<file path="src/rtl/gshare_predictor.sv">
// Gshare direction predictor: speculative global history XOR PC selects a
// saturating counter; a sweep after reset initialises the counter table.
module gshare_predictor #(
    parameter int XLEN      = 32,
    parameter int HIST_BITS = 10,
    parameter int CTR_BITS  = 2,
    parameter int PC_LSB    = 2
) (
    input  logic                 clk,
    input  logic                 reset,
    input  logic                 pred_req,
    input  logic [XLEN-1:0]      pred_pc,
    input  logic                 pred_is_branch,
    output logic                 pred_taken,
    output logic [HIST_BITS-1:0] pred_hist,
    output logic                 ready,
    input  logic                 upd_valid,
    input  logic [XLEN-1:0]      upd_pc,
    input  logic [HIST_BITS-1:0] upd_hist,
    input  logic                 upd_taken,
    input  logic                 upd_mispredict,
    output logic                 dbg_state
);

    localparam int DEPTH = 1 << HIST_BITS;

    localparam logic [HIST_BITS-1:0] SWEEP_ONE  = HIST_BITS'(1);
    localparam logic [HIST_BITS-1:0] SWEEP_LAST = '1;
    localparam logic [CTR_BITS-1:0]  CTR_ONE    = CTR_BITS'(1);
    localparam logic [CTR_BITS-1:0]  CTR_ZERO   = '0;
    localparam logic [CTR_BITS-1:0]  CTR_MAX    = '1;
    // Weakly not-taken: just below the taken threshold (0 for 1-bit counters).
    localparam logic [CTR_BITS-1:0]  CTR_INIT   = CTR_BITS'((1 << (CTR_BITS - 1)) - 1);

    typedef enum logic [0:0] {
        ST_INIT = 1'b0,
        ST_RUN  = 1'b1
    } state_t;

    // Handshake: a fetch slot is consumed whenever pred_req is high; there is
    // no back-pressure. ready is a level status, low only while the table
    // sweep runs; predictions are forced not-taken and commits ignored then.

    state_t                 state_q, state_d;
    logic [HIST_BITS-1:0]   sweep_q, sweep_d;
    logic                   ready_q, ready_d;
    logic [HIST_BITS-1:0]   spec_hist_q, spec_hist_d;

    logic [CTR_BITS-1:0]    ctr_mem [DEPTH];

    logic [HIST_BITS-1:0]   idx_rd;
    logic [HIST_BITS-1:0]   idx_wr;
    logic [CTR_BITS-1:0]    rd_ctr;
    logic [CTR_BITS-1:0]    upd_ctr_cur;
    logic [CTR_BITS-1:0]    upd_ctr_next;

    logic                   tbl_we;
    logic [HIST_BITS-1:0]   tbl_waddr;
    logic [CTR_BITS-1:0]    tbl_wdata;

    logic                   unused_pc_bits;

    assign idx_rd = spec_hist_q ^ pred_pc[PC_LSB +: HIST_BITS];
    assign idx_wr = upd_hist ^ upd_pc[PC_LSB +: HIST_BITS];

    assign rd_ctr      = ctr_mem[idx_rd];
    assign upd_ctr_cur = ctr_mem[idx_wr];

    assign pred_taken = ready_q & rd_ctr[CTR_BITS-1];
    assign pred_hist  = spec_hist_q;
    assign ready      = ready_q;
    assign dbg_state  = (state_q == ST_RUN);

    // Only the index slice of each PC matters.
    assign unused_pc_bits = ^{pred_pc, upd_pc};

    always_comb begin
        state_d = state_q;
        sweep_d = sweep_q;
        ready_d = ready_q;
        case (state_q)
            ST_INIT: begin
                sweep_d = sweep_q + SWEEP_ONE;
                if (sweep_q == SWEEP_LAST) begin
                    state_d = ST_RUN;
                    ready_d = 1'b1;
                end
            end
            ST_RUN: begin
                ready_d = 1'b1;
            end
            default: begin
                state_d = ST_INIT;
                sweep_d = '0;
                ready_d = 1'b0;
            end
        endcase
    end

    // A committed mispredict flushes the fetch slot, so repair wins over the shift.
    always_comb begin
        spec_hist_d = spec_hist_q;
        if (ready_q) begin
            if (upd_valid && upd_mispredict) begin
                spec_hist_d = {upd_hist[HIST_BITS-2:0], upd_taken};
            end else if (pred_req && pred_is_branch) begin
                spec_hist_d = {spec_hist_q[HIST_BITS-2:0], pred_taken};
            end
        end
    end

    always_comb begin
        upd_ctr_next = upd_ctr_cur;
        if (upd_taken) begin
            if (upd_ctr_cur != CTR_MAX) begin
                upd_ctr_next = upd_ctr_cur + CTR_ONE;
            end
        end else begin
            if (upd_ctr_cur != CTR_ZERO) begin
                upd_ctr_next = upd_ctr_cur - CTR_ONE;
            end
        end
    end

    always_comb begin
        tbl_we    = 1'b0;
        tbl_waddr = sweep_q;
        tbl_wdata = CTR_INIT;
        if (state_q == ST_INIT) begin
            tbl_we = 1'b1;
        end else if (upd_valid) begin
            tbl_we    = 1'b1;
            tbl_waddr = idx_wr;
            tbl_wdata = upd_ctr_next;
        end
    end

    always_ff @(posedge clk or negedge reset) begin
        if (!reset) begin
            state_q     <= ST_INIT;
            sweep_q     <= '0;
            ready_q     <= 1'b0;
            spec_hist_q <= '0;
        end else begin
            state_q     <= state_d;
            sweep_q     <= sweep_d;
            ready_q     <= ready_d;
            spec_hist_q <= spec_hist_d;
        end
    end

    // The table has no reset; the sweep is its only initialisation.
    always_ff @(posedge clk) begin
        if (tbl_we) begin
            ctr_mem[tbl_waddr] <= tbl_wdata;
        end
    end

endmodule

</file>
<file path="config.mk">
export PLATFORM = sky130hd
export DESIGN_NAME = gshare_predictor
export DESIGN_NICKNAME = d
export VERILOG_FILES = /design/src/rtl/gshare_predictor.sv
export SDC_FILE = /design/constraint.sdc
export NUM_CORES = 2
export LEC_CHECK = 0
export ABC_AREA = 1
export ABC_CLOCK_PERIOD_IN_PS = 42900
export CORE_ASPECT_RATIO = 0.9
export CORE_MARGIN = 1
export CORE_UTILIZATION = 28
export CTS_BUF_LIST = sky130_fd_sc_hd__clkbuf_4 sky130_fd_sc_hd__clkbuf_8
export DETAILED_ROUTE_END_ITERATION = 7
export DONT_BUFFER_PORTS = 1
export SKIP_LAST_GASP = 1
export SLEW_MARGIN = 0
export SYNTH_ARGS = -nofsm -noshare
export SYNTH_HDL_FRONTEND = slang
export SYNTH_SLANG_ARGS = --single-unit
</file>
<file path="constraint.sdc">
create_clock -name clk -period 42.9 [get_ports clk]
set_input_delay 8.58 -clock clk [delete_from_list [all_inputs] [get_ports clk]]
set_output_delay 8.58 -clock clk [all_outputs]
set_load 0.01 [all_outputs]
</file>
==> impl_metrics.yaml <==
cells_and_area:
  drive_gt1_share_pct: 9.53
  final_common_cell: "nand3_1"
  fillers: 37000
  most-common-layout-cells: "2810 x nand3_1, 2605 x nand2_1, 2048 x edfxtp_1"
  syn_to_final_growth_pct: 11.0
  finalNetCount: 10700
  fin_util_pct: 31.2
  regArea_um2: 62000
  multiInputGateArea_um2: 32800
die:
  die_h_um: 573
  initial_core_util_pct: 28.1
  pin_count: 94
  row_count: 209
  die_area_um2: 364000
  core_um2: 360000
  die_w_um: 636
synthesis:
  ys_ff_latch: 2070
  synth-seq-area-share_pct: 61.3
  synthesis.nets: 11000
  synth_cells: 11000
  yosysWarnings: 0
  yosysUniqueCellTypes: 29
  syn_area_per_cell_um2: 9.24
  syn_area_um2: 101000
placed_design:
  hpwl_mm: 179
  port_buffers: 0
  routabilityCongestion: 0.841
sta:
  fin_hold_ws_ns: 0.480
  skew_ns: 0.108
  slew_violations: 0
  grt_setup_unrepaired: "no"
  timing.fmax_mhz: 44.5
  hold_violations: 0
  period_needed_ns: 22.48
  worst_pin_slew_ns: 1.22
  finalCritPeriodShare_pct: 52.4
  setup_viol_count_final: 0
  fin_tns_setup_ns: 0
  timing.slew.headroom_pct: 18.4
global_route:
  grt_pass1_vias: 77600
  grt_max_degree: 227
  grt-ovfl-total: 0
  antenna_found_initial: 19
  grt_pass1_wl_mm: 512
  grt_util_all_layers_pct: 18.7
routing:
  via_per_inst: 5.20
  drtAntennaViolNets: 0
  vias: 81400
  drtPass1Iterations: 7
  drt_iter0_drc: 10200
  drc_errors: 0
  avgRoutedWirePerCell_um: 22.5
  drt-total-wl_mm: 353
power_and_ir_drop:
  powerDensity_nw_per_um2: 39.4
  p_leak_uw: 0.0424
  p_clk_share_pct: 39.5
  ir_worst_vdd_mv: 0.0329
  combPwrFrac_pct: 11.2
  power_switching_uw: 1170
  switching_share_pct: 26.4
  p_int_uw: 3260
  pwr-share-seq_pct: 49.4
clock_network:
  cts_hold_buffers: 0
  cts_resized: 0
  cts_max_level: 5
  cts.path.max_buffers: 4
  cts_buffers: 352
  insertion_delay_ns: 1.10
  clock-sinks: 2070
  root_buffer: "clkbuf_8"
  clk_pin_slew_ns: 0.06
  post_cts_buffers: 0
  cts_tree: "built"
worst_setup_path:
  worst-setup-path-type: "in -> out"
  crit_path_end_kind: "output port"
  arrival_ns: 13.90
  path_max_fanout: 74
  startpoint_type: "primary input"
  required_ns: 34.32
hold_path:
  hold_path_class: "reg -> reg"
outcome:
  status: "complete, no violations"
job:
  cap_violations: 0
==> per-layer routing <==
layer / global-route usage [%] / up-vias / share of wire, %
met4: 9.10 / 12 / 5.2
li1: - / 36500 / -
met3: 4.31 / 989 / 11
met5: 0 / - / 0.026
met1: 24.1 / 39200 / 39
met2: 29.8 / 4717 / 44
==> cell families after synthesis <==
logic type | after synthesis | share of synthesized area, %
simple gates | 6818 | 29.5
fa+ha+maj | 1 | 0.0124
compound gates | 301 | 2.17
xor+xnor | 26 | 0.247
buf+inv | 1746 | 6.82
flops | 2070 | 61.3
==> cell usage after synthesis (all sizes together) <==
| cell type | instances | area, um2 |
|---|---|---|
| nand4 | 1 | 6.26 |
| buf | 378 | 1770 |
| nand2 | 2628 | 9860 |
| nor3 | 15 | 75.1 |
| nor4 | 1 | 6.26 |
| o21ai | 19 | 95.1 |
| a31oi | 9 | 56.3 |
| dfrtp | 22 | 551 |
| o41ai | 1 | 8.76 |
| nand3b | 3 | 22.5 |
| o211ai | 269 | 2020 |
| or2 | 275 | 1720 |
| clkbuf | 482 | 1810 |
| edfxtp | 2048 | 61500 |
| ha | 1 | 12.5 |
| nor2 | 1071 | 4020 |
| xor2 | 7 | 68.8 |
| clkinv | 3 | 11.3 |
| inv | 883 | 3310 |
| xnor2 | 19 | 181 |
| nand3 | 2824 | 14100 |
| a21oi | 3 | 15.0 |
==> flip-flops by register name (all words and copies together) (netlist names) <==
| signal | cells |
|---|---|
| ctr_mem | 2048 |
| ready | 1 |
| dbg_state | 1 |
| pred_hist | 10 |
| sweep_q | 10 |
==> layout make-up <==
cell class,instances,share of cell area [%]
Inverter,886,2.99
Sequential cell,2070,55.2
Clock inverter,115,0.662
Timing Repair Buffer,187,1.42
Multi-Input combinational cell,7146,29.2
Clock buffer,475,5.22
Antenna cell,18,0.0401
Tap cell,4747,5.29
==> power groups by stage <==
| stage | clock network (uW) | logic, uW | registers (uW) |
|---|---|---|---|
| floorplan | 0 | 317 | 2230 |
| global placement | 0 | 476 | 2230 |
| detailed placement | 0 | 478 | 2230 |
| CTS | 1770 | 480 | 2190 |
| global route | 1850 | 528 | 2190 |
| finish | 1750 | 495 | 2190 |
==> worst max-delay path, stage by stage <==
cell      delay, ns
inv_1          0.05
nand2_1        0.08
nand2_4        0.66
buf_4          0.76
buf_4          0.77
buf_4          0.86
nand2_1        0.10
o211ai_1       0.13
nand3_1        0.11
nand3_1        0.13
nand3_1        0.11
nand3_1        0.25
nand3_1        0.20
nand3_1        0.13
nand3_1        0.21
nand3_1        0.15
nand3_1        0.25
inv_1          0.20
==> per-stage QoR <==
stage | cells | total power, uW | area (um2) | worst slack (ns)
2_1_floorplan | 11000 | 2550 | 101000 | 13.31
3_3_place_gp | 15000 | 2710 | 106000 | 20.63
3_5_place_dp | 15000 | 2710 | 106000 | 20.63
4_1_cts | 15600 | 4430 | 112000 | 20.63
5_1_grt | 15600 | 4560 | 112000 | 20.36
6_report | 15600 | 4430 | 112000 | 20.42
==> path summary, 6_finish.rpt <==
kind	from	end	slack (ns)	depth (start not counted)
worst min register to register	sweep_q[9]$_DFFE_PN0N_	sweep_q[9]$_DFFE_PN0N_	0.48	1
worst min-delay path	sweep_q[9]$_DFFE_PN0N_	sweep_q[9]$_DFFE_PN0N_	0.48	1
min in group asynchronous	reset	ready$_DFFE_PN0P_	7.18	0
max in group asynchronous	reset	sweep_q[6]$_DFFE_PN0N_	35.60	0
worst max register to register	ctr_mem[767][0]$_DFFE_PP_	ctr_mem[512][1]$_DFFE_PP_	36.68	18
worst max-delay path	pred_pc[2]	pred_taken	20.42	18
No activity file was read; power rests on OpenSTA's default activity.
